### src/rtl/mem_wb_stage.sv
// MEM/WB pipeline stage: captures the MEM-stage instruction into the WB register,
// selects the register-file write data (PC+4, CSR, extended load data, ALU) and
// counts retired instructions.
// Ports:
//   WB_CLK, WB_RST            clock, synchronous active-high reset
//   WB_STALL, WB_FLUSH        hold WB contents / replace capture with a bubble
//   MEM_*                     instruction fields presented by the MEM stage
//   WB_DOUT2                  raw memory word for the load currently in WB
//   RF_WA, RF_WD, RF_EN       register-file write port
//   WB_INSTRET                retired-instruction counter (CNT_W bits, wraps)
module mem_wb_stage #(
   parameter int unsigned CNT_W = 64
) (
   input  logic             WB_CLK,
   input  logic             WB_RST,
   input  logic             WB_STALL,
   input  logic             WB_FLUSH,
   input  logic             MEM_VALID,
   input  logic             MEM_REG_WRITE,
   input  logic [4:0]       MEM_RD,
   input  logic [1:0]       MEM_RF_SEL,
   input  logic [1:0]       MEM_SIZE,
   input  logic             MEM_UNSIGNED,
   input  logic [1:0]       MEM_ADDR_LO,
   input  logic [31:0]      MEM_ALU_RES,
   input  logic [31:0]      MEM_PC,
   input  logic [31:0]      MEM_CSR_RD,
   input  logic [31:0]      WB_DOUT2,
   output logic [4:0]       RF_WA,
   output logic [31:0]      RF_WD,
   output logic             RF_EN,
   output logic [CNT_W-1:0] WB_INSTRET
);

   localparam int unsigned XLEN = 32;

   localparam logic [1:0] SEL_PC4  = 2'd0;
   localparam logic [1:0] SEL_CSR  = 2'd1;
   localparam logic [1:0] SEL_LOAD = 2'd2;

   localparam logic [1:0] SZ_BYTE = 2'd0;
   localparam logic [1:0] SZ_HALF = 2'd1;

   typedef struct packed {
      logic            valid;
      logic            reg_write;
      logic [4:0]      rd;
      logic [1:0]      rf_sel;
      logic [1:0]      size;
      logic            is_unsigned;
      logic [1:0]      addr_lo;
      logic [XLEN-1:0] alu_res;
      logic [XLEN-1:0] pc;
      logic [XLEN-1:0] csr_rd;
   } wb_t;

   wb_t             wb;
   wb_t             mem_in;
   logic            held;
   logic [XLEN-1:0] hold_word;
   logic [CNT_W-1:0] instret;

   logic [XLEN-1:0] load_word;
   logic [7:0]      load_byte;
   logic [15:0]     load_half;
   logic [XLEN-1:0] load_data;

   always_comb begin
      mem_in = '{valid:       MEM_VALID,
                 reg_write:   MEM_REG_WRITE,
                 rd:          MEM_RD,
                 rf_sel:      MEM_RF_SEL,
                 size:        MEM_SIZE,
                 is_unsigned: MEM_UNSIGNED,
                 addr_lo:     MEM_ADDR_LO,
                 alu_res:     MEM_ALU_RES,
                 pc:          MEM_PC,
                 csr_rd:      MEM_CSR_RD};
   end

   // WB register, load-data hold and retire counter; reset > flush > stall > advance
   always_ff @(posedge WB_CLK) begin
      if (WB_RST) begin
         wb        <= '0;
         held      <= 1'b0;
         hold_word <= '0;
         instret   <= '0;
      end else begin
         // the instruction in WB retires only when it leaves normally
         if (wb.valid && !WB_STALL && !WB_FLUSH) begin
            instret <= instret + CNT_W'(1);
         end
         if (WB_FLUSH) begin
            wb   <= '0;
            held <= 1'b0;
         end else if (WB_STALL) begin
            // memory word is only guaranteed on the first WB cycle of a load
            if (wb.valid && (wb.rf_sel == SEL_LOAD) && !held) begin
               held      <= 1'b1;
               hold_word <= WB_DOUT2;
            end
         end else begin
            wb   <= mem_in;
            held <= 1'b0;
         end
      end
   end

   // load alignment and extension
   always_comb begin
      load_word = held ? hold_word : WB_DOUT2;
      load_byte = load_word[{wb.addr_lo, 3'b000} +: 8];
      load_half = wb.addr_lo[1] ? load_word[31:16] : load_word[15:0];
      case (wb.size)
         SZ_BYTE: load_data = {{24{~wb.is_unsigned & load_byte[7]}}, load_byte};
         SZ_HALF: load_data = {{16{~wb.is_unsigned & load_half[15]}}, load_half};
         default: load_data = load_word;
      endcase
   end

   // writeback source select
   always_comb begin
      case (wb.rf_sel)
         SEL_PC4:  RF_WD = wb.pc + XLEN'(4);
         SEL_CSR:  RF_WD = wb.csr_rd;
         SEL_LOAD: RF_WD = load_data;
         default:  RF_WD = wb.alu_res;
      endcase
   end

   assign RF_WA      = wb.rd;
   assign RF_EN      = wb.valid & wb.reg_write & (wb.rd != 5'd0) & ~WB_STALL;
   assign WB_INSTRET = instret;

endmodule

### config.mk
export PLATFORM = sky130hd
export DESIGN_NAME = mem_wb_stage
export DESIGN_NICKNAME = d
export VERILOG_FILES = /design/src/rtl/mem_wb_stage.sv
export SDC_FILE = /design/constraint.sdc
export NUM_CORES = 1
export LEC_CHECK = 0
export ABC_AREA = 1
export BUFFER_PORTS_ARGS = -buffer_cell sky130_fd_sc_hd__buf_2
export CAP_MARGIN = 10
export CORE_ASPECT_RATIO = 0.9
export CORE_MARGIN = 2
export CORE_UTILIZATION = 50
export DETAILED_ROUTE_END_ITERATION = 12
export GPL_TIMING_DRIVEN = 0
export PLACE_DENSITY = 0.77
export SKIP_LAST_GASP = 1
export SYNTH_ARGS = -nofsm -noshare
export SYNTH_HDL_FRONTEND = slang
export SYNTH_SLANG_ARGS = --single-unit
### constraint.sdc
create_clock -name WB_CLK -period 1.7 [get_ports WB_CLK]
set_input_delay 0.34 -clock WB_CLK [delete_from_list [all_inputs] [get_ports WB_CLK]]
set_output_delay 0.34 -clock WB_CLK [all_outputs]
set_load 0.05 [all_outputs]
### Word level (Yosys, flattened, before mapping)

Cells that the tools add are included.

* register bits: 207
* output and inout bits: 102

* add/sub/neg operators: 2
* equality and inequality tests: 3
* shift operators: 1
* muxes and demuxes: 4
* bitwise operators: 8
* reductions and logical operators: 13

Operator list (number)
* 32-bit case mux with 3 select lines: 1
* 64-bit by 1-bit adder with 64-bit output, second input constant: 1
* 32-bit case mux with 2 select lines: 1
* 32-bit by 3-bit adder with 32-bit output, second input constant: 1
* 32-bit two-way mux: 1
* 32-bit by 6-bit variable part select with 8-bit output: 1
* 16-bit two-way mux: 1
* 1-bit AND: 5
* 5-bit nonzero test: 1
* 2-bit by 1-bit == test with 1-bit output, second input constant: 2
* 1-bit logical AND: 4
* 2-bit logical NOT: 2
* 1-bit logical NOT: 3
* 1-bit inverter: 3
* 3-bit AND reduction: 1
* 3-bit OR reduction: 1
* 2-bit == test, second input constant: 1
* 2-bit OR reduction: 1

### Depth between registers and ports, before layout

Gate-level depths: netlist of run 1.

* word-level depth: 5
* depth in mapped cells: 12

### Least setup slack after synthesis of run 1

OpenSTA, ideal clock, no wires.

* path kind: reg2out
* start point: reg held
* end point: out RF_WD[0]
* arrival: 1.938 ns
* required time: 1.360 ns
* path slack: -0.578 ns
* cell stages (with the launch flop): 10
* path buffers: 2
* path through: dfxtp_1 -> inv_2 -> buf_6 -> clkbuf_1 -> nand2_1 -> nand2_1 -> o21ai_0 -> nor2_1 -> o21ai_0 -> a21oi_1

* word-level cells in the longest chain between the ends: 4

Ends and longest elaborated chain
* start: declaration: RTL line 59 `logic held;`
* start signal: assignment: RTL line 85 `held <= 1'b0;`
* start signal: assignment: RTL line 95 `held <= 1'b0;`
* start signal: assignment: RTL line 99 `held <= 1'b1;`
* 32-bit two-way mux *: RTL line 111 `load_word = held ? hold_word : WB_DOUT2;`
* 32-bit by 6-bit variable part select with 8-bit output / 16-bit two-way mux (equally long branches): RTL line 112, 113
* 32-bit case mux with 2 select lines *: RTL line 114 `case (wb.size)`
* 32-bit case mux with 3 select lines *: RTL line 123 `case (wb.rf_sel)`
* end: declaration: RTL line 30 `output logic [31:0] RF_WD,`

Every way passes the cells marked *; elsewhere a longest branch is shown, timed or not.

### Final worst setup path of run 1

* start point: reg wb[35] (netlist name)
* end point: out RF_WD[14]

* word-level cells in the longest chain between the ends: 2

Ends and longest elaborated chain
* start: declaration: RTL line 57 `wb_t wb;`
* start signal: assignment: RTL line 103 `wb <= mem_in;`
* 32-bit by 3-bit adder with 32-bit output: RTL line 124 `SEL_PC4: RF_WD = wb.pc + XLEN'(4);`
* 32-bit case mux with 3 select lines: RTL line 123

No other way between the ends.

==> results.py, run 1 <==
metrics = {
    "run_status": {
        "result_of_the_run": "finished with violations",
        "violations": "negative setup slack",
    },
    "yosys": {
        "yosys.area_share.simple_pct": 41.87,
        "post_synthesis_sequential_area_ratio_pct": 35.88,
        "postSynthNetCount": 2032,
        "synth_top_family_by_area": "simple AND/OR/NAND/NOR gates",
        "yosys_register_bits": 207,
        "synth.avg_cell_area_sq_um": 6.130,
        "mapped_area_sq_um": 11550,
        "synthMuxAreaShare_pct": 0.4334,
        "post_synth_inst_count": 1884,
        "ys_warn_count": 0,
        "synthDistinctLibCells": 42,
        "synth_fa_ha_area_share_pct": 0.2167,
        "synth_xor_area_share_pct": 0.8342,
        "synth_compound_area_share_pct": 13.21,
    },
    "timing": {
        "achievable-frequency_mhz": 374.2,
        "final_max_slew_viol_count": 0,
        "worst_clock_skew_ps": 15.02,
        "timing_worst_slew_pin_value_ps": 693.5,
        "max_slew_margin_pct": 53.77,
        "timing.final.crit_period_ps": 2672,
        "timing_hold_violations_final": 0,
        "hold_slack_ps": 34.80,
        "rsz_0062_raised_after_global_routing": "yes",
        "final_critical_path_setup_slack_ps": -972.3,
        "report.final.setup_viol": 39,
        "layout_worst_path_cycle_share_pct": 157.2,
    },
    "clocking": {
        "cts_root_buf": "sky130_fd_sc_hd__clkbuf_16",
        "numCtsBuffers": 23,
        "hold_buffers": 0,
        "cts.clk_slew.worst_paths_ps": 60,
        "clkSinkCount": 207,
        "clk-insertion-delay-late_ps": 530,
        "tritoncts": "built",
        "cts_buffer_depth": 3,
        "cts-htree-levels": 1,
    },
    "pwr": {
        "worst_ir_drop_vdd_mv": 0.7118,
        "net-switching-power_uw": 3354,
        "power_frac_comb_pct": 13.8,
        "power.density_nw_per_um2": 727.6,
        "clock_network_fraction_of_total_power_pct": 43.7,
        "design_internal_power_uw": 8431,
        "pwr-share-seq_pct": 42.5,
        "static_leak_uw": 0.006647,
        "power.share.switching_pct": 28.46,
        "fin_total_pwr_uw": 11790,
    },
    "global_routing": {
        "grt_start_max_net_pins": 16,
        "grt_antenna_before_repair": 0,
        "grt_pass1_vias": 12750,
        "global_route.usage.total_pct": 36.16,
        "grt_first_pass_wirelength_um": 68370,
        "overflow": 0,
    },
    "critical_path": {
        "cp.arrival_ps": 2330,
        "regToRegSetupSlack_ps": -70,
        "crit_path_max_fanout": 3,
        "timing.critical_path.to_type": "primary output",
        "timing.critical_path.from_type": "flop",
        "criticalPathCategory": "reg2out",
        "critical_path_required_ps": 1360,
    },
    "cells_and_area": {
        "design.final.nets": 2369,
        "seq_area_sq_um": 4278,
        "layout_fillers": 1902,
        "util_after_layout_pct": 71.75,
        "final-instance-count-excl-fill": 2534,
        "flow.area_growth_from_synthesis_pct": 40.26,
        "finish.instance_area_sq_um": 16200,
        "multiInputGateArea_sq_um": 7760,
        "layout_cell_share_with_drive_strength_beyond_1_pct": 32.68,
        "diodes": 0,
    },
    "route": {
        "dr.first_iter.drc_count": 1478,
        "totalWireLength_um": 47290,
        "dr.pass1.iters": 8,
        "post_drt_via_cell_ratio": 5.652,
        "wl_per_cell_um": 18.66,
        "route.antenna.remaining_nets": 0,
        "dr_total_vias": 14320,
        "remaining_drc_errors": 0,
    },
    "floorplanning": {
        "die-width_um": 164.2,
        "placeableCoreArea_sq_um": 22580,
        "num_rows": 52,
        "boundary_pin_count": 248,
        "dieArea_sq_um": 24330,
        "chipHeight_um": 148.2,
        "floorplan.initialDensity_pct": 51.15,
    },
    "place": {
        "place.port_buffers": 246,
        "gpl.final_weighted_congestion": 1.017,
        "dpl.cell_count": 2427,
        "placedInstanceArea_sq_um": 13360,
        "dp_hpwl_um": 34670,
    },
    "worst_hold_path": {
        "worst_hold_path_type": "in2reg",
    },
    "run": {
        "drv_cap": 0,
    },
}
-- per-layer routing --
metal	GRT usage, %	wire, um
met1	48.35	19240
met2	56.49	20990
met3	9.314	5086
met4	12.76	1977
met5	0	0
-- critical path, stage by stage, from the launching register on --
cell	delay, ps
sky130_fd_sc_hd__dfxtp_4	370
sky130_fd_sc_hd__ha_4	150
sky130_fd_sc_hd__nand2_4	60
sky130_fd_sc_hd__nor2_4	140
sky130_fd_sc_hd__nand3_4	120
sky130_fd_sc_hd__nor2_4	120
sky130_fd_sc_hd__nand2_2	60
sky130_fd_sc_hd__o211ai_1	330
sky130_fd_sc_hd__nand4_1	240
sky130_fd_sc_hd__buf_6	220
-- metrics by stage --
stage / setup WS [ps] / TNS [ps]
after global placement: -786.3 / -61220
after floorplan: -287.2 / -7286
after detailed placement: -784.3 / -61320
after global routing: -1005 / -30620
after CTS: -901.1 / -31510
final: -972.3 / -28130
-- power by group through the flow --
stage | Sequential, uW | Combinational (uW) | Clock, uW
2_1_floorplan | 5100 | 781 | 0
3_3_place_gp | 5120 | 1290 | 0
3_5_place_dp | 5120 | 1290 | 0
4_1_cts | 5010 | 1500 | 5150
5_1_grt | 5020 | 1700 | 5350
6_report | 5010 | 1620 | 5150
-- cell families (layout without fill, tap and decap cells) --
kind of cell,count (synthesis),count (layout)
adders and majority gates,2,2
muxes,5,5
DFF,207,207
AOI/OAI and AO/OA,277,277
buffers and inverters,219,571
xor gates and xnor gates,11,11
and+or+nand+nor,1163,1164
-- synthesized netlist by cell type --
library cell                count  area (sq um)
sky130_fd_sc_hd__nand2_1      682          2560
sky130_fd_sc_hd__nor2_1       279          1047
sky130_fd_sc_hd__dfxtp_1      207          4144
sky130_fd_sc_hd__a21oi_1      133         665.6
sky130_fd_sc_hd__inv_1        124         465.5
sky130_fd_sc_hd__nand3_1       83         415.4
sky130_fd_sc_hd__o21ai_0       79         395.4
sky130_fd_sc_hd__clkbuf_1      67         251.5
sky130_fd_sc_hd__nand4_1       54         337.8
sky130_fd_sc_hd__a211oi_1      28         210.2
sky130_fd_sc_hd__nor2_2        15         93.84
sky130_fd_sc_hd__nor3_1        15         75.07
sky130_fd_sc_hd__or2_2         15         93.84
sky130_fd_sc_hd__o21ai_1       10         50.05
sky130_fd_sc_hd__inv_2          9         33.78
sky130_fd_sc_hd__buf_2          7         35.03
sky130_fd_sc_hd__o211ai_1       7         52.55
sky130_fd_sc_hd__o21bai_1       7         52.55
sky130_fd_sc_hd__xor2_1         6         52.55
sky130_fd_sc_hd__buf_4          5         37.54
sky130_fd_sc_hd__mux2i_1        5         50.05
sky130_fd_sc_hd__nor2_4         5         56.30
sky130_fd_sc_hd__o22ai_1        5         31.28
sky130_fd_sc_hd__xnor2_1        5         43.79
sky130_fd_sc_hd__buf_1          4         15.01
sky130_fd_sc_hd__and2_1         3         18.77
sky130_fd_sc_hd__buf_6          3         33.78
sky130_fd_sc_hd__nand3_2        3         30.03
sky130_fd_sc_hd__ha_1           2         25.02
sky130_fd_sc_hd__nand3_4        2         35.03
sky130_fd_sc_hd__nor3b_1        2         15.01
sky130_fd_sc_hd__o21a_1         2         15.01
sky130_fd_sc_hd__o221ai_1       2         17.52
sky130_fd_sc_hd__a221oi_1       1         8.760
sky130_fd_sc_hd__a31oi_1        1         6.260
sky130_fd_sc_hd__nand3b_1       1         7.510
sky130_fd_sc_hd__nand4_2        1         12.51
sky130_fd_sc_hd__nand4_4        1         21.27
sky130_fd_sc_hd__nor3_2         1         10.01
sky130_fd_sc_hd__nor4_1         1         6.260
sky130_fd_sc_hd__o2111ai_1      1         8.760
sky130_fd_sc_hd__o221a_2        1         11.26
-- sequential cells by signal (all words and copies together) (netlist names) --
| register | flops |
|---|---|
| RF_WA | 5 |
| WB_INSTRET | 64 |
| held | 1 |
| hold_word | 32 |
| wb | 105 |
-- path summary, 6_finish.rpt --
| path | from | end | cells past startpoint |
|---|---|---|---|
| max | wb[35] | RF_WD[14] | 9 |
| min | WB_DOUT2[2] | hold_word[2] | 3 |
| max reg2reg | WB_INSTRET[1] | WB_INSTRET[50] | 8 |
| min reg2reg | wb[108] | wb[108] | 2 |
-- cells in the final DEF, fill, tap and decap left out, types with 11 or more instances in the layout --
| master | Yosys | final |
|---|---|---|
| sky130_fd_sc_hd__o21ai_4 | 0 | 13 |
| sky130_fd_sc_hd__clkbuf_1 | 67 | 49 |
| sky130_fd_sc_hd__nand2_2 | 0 | 41 |
| sky130_fd_sc_hd__clkbuf_16 | 0 | 25 |
| sky130_fd_sc_hd__dfxtp_2 | 0 | 62 |
| sky130_fd_sc_hd__nand3_2 | 3 | 18 |
| sky130_fd_sc_hd__a211oi_1 | 28 | 28 |
| sky130_fd_sc_hd__a21oi_1 | 133 | 127 |
| sky130_fd_sc_hd__dfxtp_4 | 0 | 15 |
| sky130_fd_sc_hd__buf_2 | 7 | 215 |
| sky130_fd_sc_hd__nor2_1 | 279 | 211 |
| sky130_fd_sc_hd__nor2_4 | 5 | 41 |
| sky130_fd_sc_hd__nand2_1 | 682 | 615 |
| sky130_fd_sc_hd__buf_4 | 5 | 63 |
| sky130_fd_sc_hd__inv_2 | 9 | 14 |
| sky130_fd_sc_hd__nand3_1 | 83 | 62 |
| sky130_fd_sc_hd__o21ai_1 | 10 | 15 |
| sky130_fd_sc_hd__nor2_2 | 15 | 47 |
| sky130_fd_sc_hd__clkbuf_2 | 0 | 11 |
| sky130_fd_sc_hd__inv_1 | 124 | 116 |
| sky130_fd_sc_hd__nand2_4 | 0 | 26 |
| sky130_fd_sc_hd__nand4_1 | 54 | 54 |
| sky130_fd_sc_hd__dfxtp_1 | 207 | 130 |
| sky130_fd_sc_hd__o21ai_0 | 79 | 52 |
| sky130_fd_sc_hd__buf_6 | 3 | 47 |
-- what timing repair did --
item	in CTS	in global routing
setup endpoints to repair	87	114
gates resized for setup	243	250
buffers inserted	34	26
hold endpoints to repair	0	0
pin swaps	63	101
gates cloned	6	0
-- layout make-up --
type | instances | share of cell area, %
buffer | 86 | 3.198
clock buffer | 27 | 3.831
clock inverter | 14 | 0.8960
inverter | 133 | 3.152
multi-input combinational | 1459 | 47.91
sequential | 207 | 26.41
tap | 297 | 2.294
timing repair buffer | 311 | 12.31
Note: power is estimated with default switching activity, not from simulation.
==> inputs of run 2 (changes only) <==
--- a/config.mk
+++ b/config.mk
@@ -5,12 +5,11 @@
 export SDC_FILE = /design/constraint.sdc
 export NUM_CORES = 1
 export LEC_CHECK = 0
-export ABC_AREA = 1
 export BUFFER_PORTS_ARGS = -buffer_cell sky130_fd_sc_hd__buf_2
 export CAP_MARGIN = 10
 export CORE_ASPECT_RATIO = 0.9
 export CORE_MARGIN = 2
-export CORE_UTILIZATION = 50
+export CORE_UTILIZATION = 49
 export DETAILED_ROUTE_END_ITERATION = 12
 export GPL_TIMING_DRIVEN = 0
 export PLACE_DENSITY = 0.77
==> run 2 against run 1 <==
The flow still finishes with violations (negative setup slack). Setup slack got worse by 440 ps. Critical path type unchanged. Via count down 19%. Combinational power decreased by 9%. Sequential cell count unchanged.
==> results.py, run 2 <==
metrics = {
    "cells_and_area": {
        "layout_cell_share_with_drive_strength_beyond_1_pct": 44.65,
        "design.final.nets": 1757,
        "top_library_cells_by_usage_in_the_layout_fill_and_taps_aside": "sky130_fd_sc_hd__buf_2 (215), sky130_fd_sc_hd__nor2_1 (169), sky130_fd_sc_hd__mux2i_1 (147)",
        "flip_flop_count_of_the_largest_register_after_layout": 105,
        "flow.area_growth_from_synthesis_pct": 50.76,
        "mostFrequentLayoutCell": "sky130_fd_sc_hd__buf_2",
        "finish.instance_area_sq_um": 15880,
        "top_register": "wb",
        "util_after_layout_pct": 75.77,
    },
    "floorplanning": {
        "boundary_pin_count": 248,
        "num_rows": 50,
        "floorplan.initialDensity_pct": 50.26,
        "chipHeight_um": 143.1,
        "dieArea_sq_um": 22690,
        "placeableCoreArea_sq_um": 20960,
        "die-width_um": 158.5,
    },
    "pwr": {
        "clock_network_fraction_of_total_power_pct": 42.8,
        "power_frac_comb_pct": 13.2,
        "power.share.switching_pct": 27.18,
        "pwr-share-seq_pct": 44.0,
        "worst_ir_drop_vdd_mv": 0.8178,
        "net-switching-power_uw": 3053,
        "design_internal_power_uw": 8179,
        "static_leak_uw": 0.006372,
        "power.density_nw_per_um2": 707.4,
    },
    "critical_path": {
        "timing.critical_path.to_type": "primary output",
        "reg2reg_depth": 7,
        "path_depth": 6,
        "crit_path_end": "RF_WD[11]",
        "critical_path_required_ps": 1360,
        "cp.arrival_ps": 2770,
        "crit_path_max_fanout": 8,
        "criticalPathCategory": "reg2out",
        "worst_r2r_endpoint": "WB_INSTRET[62]",
        "cp_cell_sequence": "mux2i_1, a221o_1, o31a_1, a221o_1, o311ai_4, buf_6",
        "regToRegSetupSlack_ps": -440,
        "critPathSlowestCell": "sky130_fd_sc_hd__dfxtp_4",
        "slowest_delay_ps": 430,
        "timing.critical_path.from": "held",
        "path_common_cell": "sky130_fd_sc_hd__a221o_1",
        "rr_startpoint": "WB_INSTRET[23]",
        "timing.critical_path.from_type": "flop",
        "worst_path_dominant_cell_family": "compound AO/OA/AOI/OAI gates",
        "critical_path_buf_inv_count": 1,
    },
    "clocking": {
        "clkSinkCount": 207,
        "cts_buffer_depth": 3,
        "tritoncts": "built",
        "cts-htree-levels": 1,
        "numCtsBuffers": 23,
        "clk-insertion-delay-late_ps": 520,
        "cts.clk_slew.worst_paths_ps": 60,
        "cts_root_buf": "sky130_fd_sc_hd__clkbuf_16",
    },
    "yosys": {
        "postSynthNetCount": 1376,
        "synthDistinctLibCells": 58,
        "ys_top_cells_by_area": "sky130_fd_sc_hd__dfxtp_1 (39%), sky130_fd_sc_hd__mux2i_1 (15%), sky130_fd_sc_hd__nor2_1 (6.2%)",
        "post_synthesis_sequential_area_ratio_pct": 39.34,
        "yosysMostFrequentCell": "sky130_fd_sc_hd__dfxtp_1",
        "ys_warn_count": 0,
        "yosys_register_bits": 207,
        "ys.flop_type": "sky130_fd_sc_hd__dfxtp_1",
        "synthArstFlopShare_pct": 0,
        "synthDominantCellAreaShare_pct": 39.34,
        "synth.avg_cell_area_sq_um": 8.577,
        "synth_edf_count": 0,
        "yosys-top-cells-count": "sky130_fd_sc_hd__dfxtp_1 (207), sky130_fd_sc_hd__nor2_1 (174), sky130_fd_sc_hd__mux2i_1 (155), sky130_fd_sc_hd__nand2_1 (117), sky130_fd_sc_hd__a21oi_1 (94)",
        "synthDominantAreaCellType": "sky130_fd_sc_hd__dfxtp_1",
        "mapped_area_sq_um": 10530,
        "post_synth_inst_count": 1228,
    },
    "timing": {
        "timing.final.crit_period_ps": 3114,
        "rsz_0062_raised_after_global_routing": "yes",
        "timing_hold_violations_final": 0,
        "worst_clock_skew_ps": 22.49,
        "max_slew_margin_pct": 20.14,
        "layout_worst_path_cycle_share_pct": 183.2,
        "sum_of_negative_setup_slack_ps": -51600,
        "final_max_slew_viol_count": 0,
        "achievable-frequency_mhz": 321.1,
        "final_critical_path_setup_slack_ps": -1414,
        "report.final.setup_viol": 73,
        "timing_worst_slew_pin_value_ps": 1198,
    },
    "global_routing": {
        "grt_pass1_vias": 10830,
        "overflow": 0,
        "grt_antenna_before_repair": 11,
        "grt_start_max_net_pins": 14,
        "grt_first_pass_wirelength_um": 58390,
        "global_route.usage.total_pct": 32.80,
    },
    "place": {
        "place.port_buffers": 245,
        "gpl.final_weighted_congestion": 0.9424,
        "dp_hpwl_um": 26090,
        "placedInstanceArea_sq_um": 13100,
    },
    "route": {
        "wl_per_cell_um": 21.33,
        "remaining_drc_errors": 0,
        "dr_total_vias": 11610,
        "dr.first_iter.drc_count": 1020,
        "post_drt_via_cell_ratio": 6.045,
        "totalWireLength_um": 40950,
        "route.antenna.remaining_nets": 0,
        "dr.pass1.iters": 5,
    },
    "worst_hold_path": {
        "worst_hold_path_type": "in2reg",
    },
    "run_status": {
        "result_of_the_run": "finished with violations",
        "violations": "negative setup slack",
    },
    "run": {
        "drv_cap": 0,
    },
}
[run 2: cell types whose count changed after synthesis, sizes merged, moves of 22 or more]
| cell | previous run | this run |
|---|---|---|
| or4 | 0 | 22 |
| inv | 133 | 24 |
| a211oi | 28 | 1 |
| nor2 | 299 | 174 |
| nand3 | 88 | 40 |
| o31ai | 0 | 22 |
| a21oi | 133 | 94 |
| nand4 | 56 | 30 |
| mux2i | 5 | 155 |
| nand2 | 682 | 117 |
| o21ai | 89 | 41 |
| xnor2 | 5 | 36 |
[run 2: power groups by stage]
stage	Sequential, uW	Combinational (uW)	Clock (uW)
4_1_cts	4940	1400	4780
3_3_place_gp	5050	1270	0
3_5_place_dp	5060	1280	0
2_1_floorplan	5030	841	0
6_report	4940	1480	4810
5_1_grt	4950	1550	5010
[run 2: per-layer routing]
layer	vias up	share of wire [%]	routed length [um]	GRT usage, %
met5	-	0.049	20	0
met1	5585	40	16510	45.36
met4	4	4.3	1758	11.00
met2	686	46	19010	52.47
li1	5176	-	-	-
met3	156	8.9	3657	4.795
[run 2: final cells by class]
class / instances / area, sq um
Antenna cell: 8 / 20.02
Buffer: 79 / 579.3
Clock buffer: 34 / 666.9
Clock inverter: 8 / 41.29
Fill cell: 1374 / 5079
Inverter: 24 / 90.09
Multi-Input combinational cell: 914 / 7342
Sequential cell: 207 / 4358
Tap cell: 286 / 357.8
Timing Repair Buffer: 360 / 2424
[run 2: repair_timing]
action	CTS	global route
hold endpoints to repair	0	0
setup buffers	82	30
hold buffers	0	0
gates cloned	7	1
endpoints found under the setup margin	107	165
pin swaps	57	56
gates resized for setup	164	158
[run 2: worst min-delay path by stage]
| stage | slack [ps] | to | cells past startpoint | startpoint |
|---|---|---|---|---|
| 2_1_floorplan | 430 | hold_word[20] | 2 | hold_word[20] |
| 5_1_grt | 60 | wb[44] | 3 | MEM_PC[12] |
| 3_3_place_gp | 440 | hold_word[3] | 2 | hold_word[3] |
| 3_5_place_dp | 450 | hold_word[7] | 2 | hold_word[7] |
| 6_report | 50 | wb[35] | 3 | MEM_PC[3] |
| 4_1_cts | 50 | wb[35] | 3 | MEM_PC[3] |
[run 2: stage by stage]
stage               total power [uW]  hold slack (ps)  setup WS (ps)  instances
floorplan                       5875            431.7         -752.7       1228
global placement                6326            441.8         -968.0       1759
detailed placement              6338            446.5         -969.3       1759
CTS                            11130            48.29          -1343       1887
global route                   11510            59.98          -1422       1920
finish                         11230            52.14          -1414       1920
[run 2: logic make-up after synthesis]
logic type / Yosys count / synth area share (%)
XOR/XNOR: 47 / 3.908
adder cells (fa/ha/maj): 2 / 0.2375
AND/OR/NAND/NOR: 486 / 22.42
flip-flops: 207 / 39.34
multiplexers: 173 / 18.04
buffers and inverters: 108 / 4.253
AO/OA/AOI/OAI: 205 / 11.80
[run 2: worst min-delay path: cells and delay by family]
kind          cells  cell delay [ps]
buf+inv           1               70
simple gates      1               70
mux               1               50
==> inputs of run 3 (changes only) <==
--- a/config.mk
+++ b/config.mk
@@ -7,10 +7,10 @@
 export LEC_CHECK = 0
 export BUFFER_PORTS_ARGS = -buffer_cell sky130_fd_sc_hd__buf_2
 export CAP_MARGIN = 10
-export CORE_ASPECT_RATIO = 0.9
 export CORE_MARGIN = 2
 export CORE_UTILIZATION = 49
 export DETAILED_ROUTE_END_ITERATION = 12
+export GPL_ROUTABILITY_DRIVEN = 0
 export GPL_TIMING_DRIVEN = 0
 export PLACE_DENSITY = 0.77
 export SKIP_LAST_GASP = 1
==> run 3 against run 2 <==
The flow still finishes with violations (negative setup slack). Sequential share of layout area is 0.34 points lower. Via count is 2.4% higher. Critical path depth up 1. Fmax grew 0.15%. Wire length increased by 2.6%. Die area about the same. Utilization grew 0.51 points. Critical endpoint is now RF_WD[13]. Highest routed layer unchanged.
==> results.py, run 3 (synthesis gave the netlist of run 2 again) <==
metrics = {
    "global_routing": {
        "grt_pass1_vias": 10670,
        "global_route.usage.total_pct": 32.07,
        "met1_usage_pct": 43.03,
        "grt_start_max_net_pins": 14,
        "grt_first_pass_wirelength_um": 57400,
        "use_met2_pct": 51.34,
        "grt_busiest_layer": "met2",
        "overflow": 0,
        "grt_antenna_before_repair": 6,
        "global_route.usage.met3_pct": 5.394,
    },
    "pwr": {
        "fin_total_pwr_uw": 11790,
        "power.share.switching_pct": 26.96,
        "pwr-share-seq_pct": 41.9,
        "power_frac_comb_pct": 12.8,
        "static_leak_uw": 0.006412,
        "net-switching-power_uw": 3178,
        "worst_ir_drop_vdd_mv": 0.7149,
        "power.density_nw_per_um2": 732.9,
        "design_internal_power_uw": 8610,
        "clock_network_fraction_of_total_power_pct": 45.2,
    },
    "cells_and_area": {
        "flow.area_growth_from_synthesis_pct": 52.72,
        "layout_cell_share_with_drive_strength_beyond_1_pct": 45.34,
        "top_register": "wb",
        "finish.instance_area_sq_um": 16090,
        "util_after_layout_pct": 76.28,
        "top_library_cells_by_usage_in_the_layout_fill_and_taps_aside": "sky130_fd_sc_hd__buf_2 (215), sky130_fd_sc_hd__nor2_1 (169), sky130_fd_sc_hd__mux2i_1 (146)",
        "final-instance-count-excl-fill": 1912,
        "design.final.nets": 1760,
        "flip_flop_count_of_the_largest_register_after_layout": 105,
        "mostFrequentLayoutCell": "sky130_fd_sc_hd__buf_2",
        "layout_fillers": 1306,
    },
    "clocking": {
        "cts.clk_slew.worst_paths_ps": 60,
        "tritoncts": "built",
        "cts_buffer_depth": 3,
        "cts_root_buf": "sky130_fd_sc_hd__clkbuf_16",
        "clkSinkCount": 207,
        "clk-insertion-delay-late_ps": 530,
        "cts-htree-levels": 1,
        "numCtsBuffers": 24,
        "hold_buffers": 0,
    },
    "floorplanning": {
        "die-width_um": 150.6,
        "boundary_pin_count": 248,
        "chipHeight_um": 150.6,
        "placeableCoreArea_sq_um": 21090,
        "floorplan.initialDensity_pct": 49.95,
        "num_rows": 53,
        "dieArea_sq_um": 22680,
    },
    "critical_path": {
        "timing.critical_path.from": "held",
        "criticalPathCategory": "reg2out",
        "timing.critical_path.from_type": "flop",
        "crit_path_max_fanout": 8,
        "critical_path_required_ps": 1360,
        "timing.critical_path.to_type": "primary output",
        "rr_startpoint": "WB_INSTRET[32]",
        "cp.arrival_ps": 2770,
    },
    "run_status": {
        "violations": "negative setup slack",
        "result_of_the_run": "finished with violations",
    },
    "timing": {
        "max_slew_margin_pct": 24.72,
        "timing_worst_slew_pin_value_ps": 1129,
        "report.final.setup_viol": 81,
        "layout_worst_path_cycle_share_pct": 182.9,
        "final_max_slew_viol_count": 0,
        "worst_clock_skew_ps": 18.38,
        "rsz_0062_raised_after_global_routing": "yes",
        "final_critical_path_setup_slack_ps": -1410,
        "achievable-frequency_mhz": 321.5,
        "timing.final.crit_period_ps": 3110,
        "timing_hold_violations_final": 0,
    },
    "route": {
        "dr.first_iter.drc_count": 1187,
        "remaining_drc_errors": 0,
        "post_drt_via_cell_ratio": 6.219,
        "route.antenna.remaining_nets": 0,
        "totalWireLength_um": 42030,
        "dr.pass1.iters": 6,
        "dr_total_vias": 11890,
        "wl_per_cell_um": 21.98,
    },
    "place": {
        "placedInstanceArea_sq_um": 13080,
        "dpl.cell_count": 1748,
        "place.port_buffers": 245,
        "dp_hpwl_um": 26040,
    },
    "worst_hold_path": {
        "worst_hold_path_type": "in2reg",
        "worstHoldStart": "MEM_ALU_RES[17]",
    },
    "run": {
        "drv_cap": 0,
    },
}
## run 3: cell types whose count changed in the layout (fill, tap and decap cells not counted), sizes merged
cell / before / now
buf: 388 / 393
diode: 8 / 7
clkinvlp: 0 / 2
clkinv: 7 / 6
clkbuf: 85 / 84
inv: 25 / 24
## run 3: critical path, cell delays in order, from the launching register on
cell                       delay, ps
sky130_fd_sc_hd__dfxtp_2         320
sky130_fd_sc_hd__buf_8           130
sky130_fd_sc_hd__mux2i_1         160
sky130_fd_sc_hd__a221o_1         390
sky130_fd_sc_hd__o31a_1          420
sky130_fd_sc_hd__a221o_1         430
sky130_fd_sc_hd__o211ai_1        140
sky130_fd_sc_hd__buf_4           240
## run 3: layout make-up
class | count | area, sq um | area share [%]
plain buffers | 81 | 631.9 | 3.928
multi-input cells | 914 | 7327 | 45.55
repair buffers | 360 | 2494 | 15.50
flip-flops and latches | 207 | 4360 | 27.11
clock inverters | 8 | 52.55 | 0.3267
well taps | 275 | 344.1 | 2.139
clock buffers | 36 | 768.2 | 4.776
diodes | 7 | 17.52 | 0.1089
inverters | 24 | 90.09 | 0.5601
## run 3: worst paths after layout
check	endpoint	slack, ps	depth (start not counted)
max	RF_WD[13]	-1410	7
min	wb[81]	50	3
max reg2reg	WB_INSTRET[50]	-400	9
min reg2reg	hold_word[18]	460	2
## run 3: layer usage
metal  vias to the layer above  wire length [um]  part of all wire, %
li1                       5196                 -                    -
met1                      5596             16120                   38
met2                       846             19160                   46
met3                       249              4137                  9.8
met4                         4              2591                  6.2
met5                         -                19                0.045
## run 3: metrics by stage
| step | setup WS, ps | TNS, ps | hold WS [ps] |
|---|---|---|---|
| 2_1_floorplan | -752.7 | -20860 | 431.7 |
| 3_3_place_gp | -941.2 | -83660 | 439.2 |
| 3_5_place_dp | -933.8 | -85620 | 446.1 |
| 4_1_cts | -1325 | -46180 | 41.39 |
| 5_1_grt | -1442 | -57080 | 54.29 |
| 6_report | -1410 | -52670 | 46.20 |
## run 3: power groups by stage
stage          clock network, uW  registers [uW]  logic [uW]
2_1_floorplan                  0            5030         841
3_3_place_gp                   0            5050        1270
3_5_place_dp                   0            5060        1280
4_1_cts                     5310            4940        1410
5_1_grt                     5530            4950        1580
6_report                    5330            4940        1510
## run 3: timing repair
action | CTS | global route
pin swaps | 67 | 73
setup buffers | 72 | 40
gates resized for setup | 170 | 175
setup endpoints to repair | 107 | 171
cloned | 5 | 2
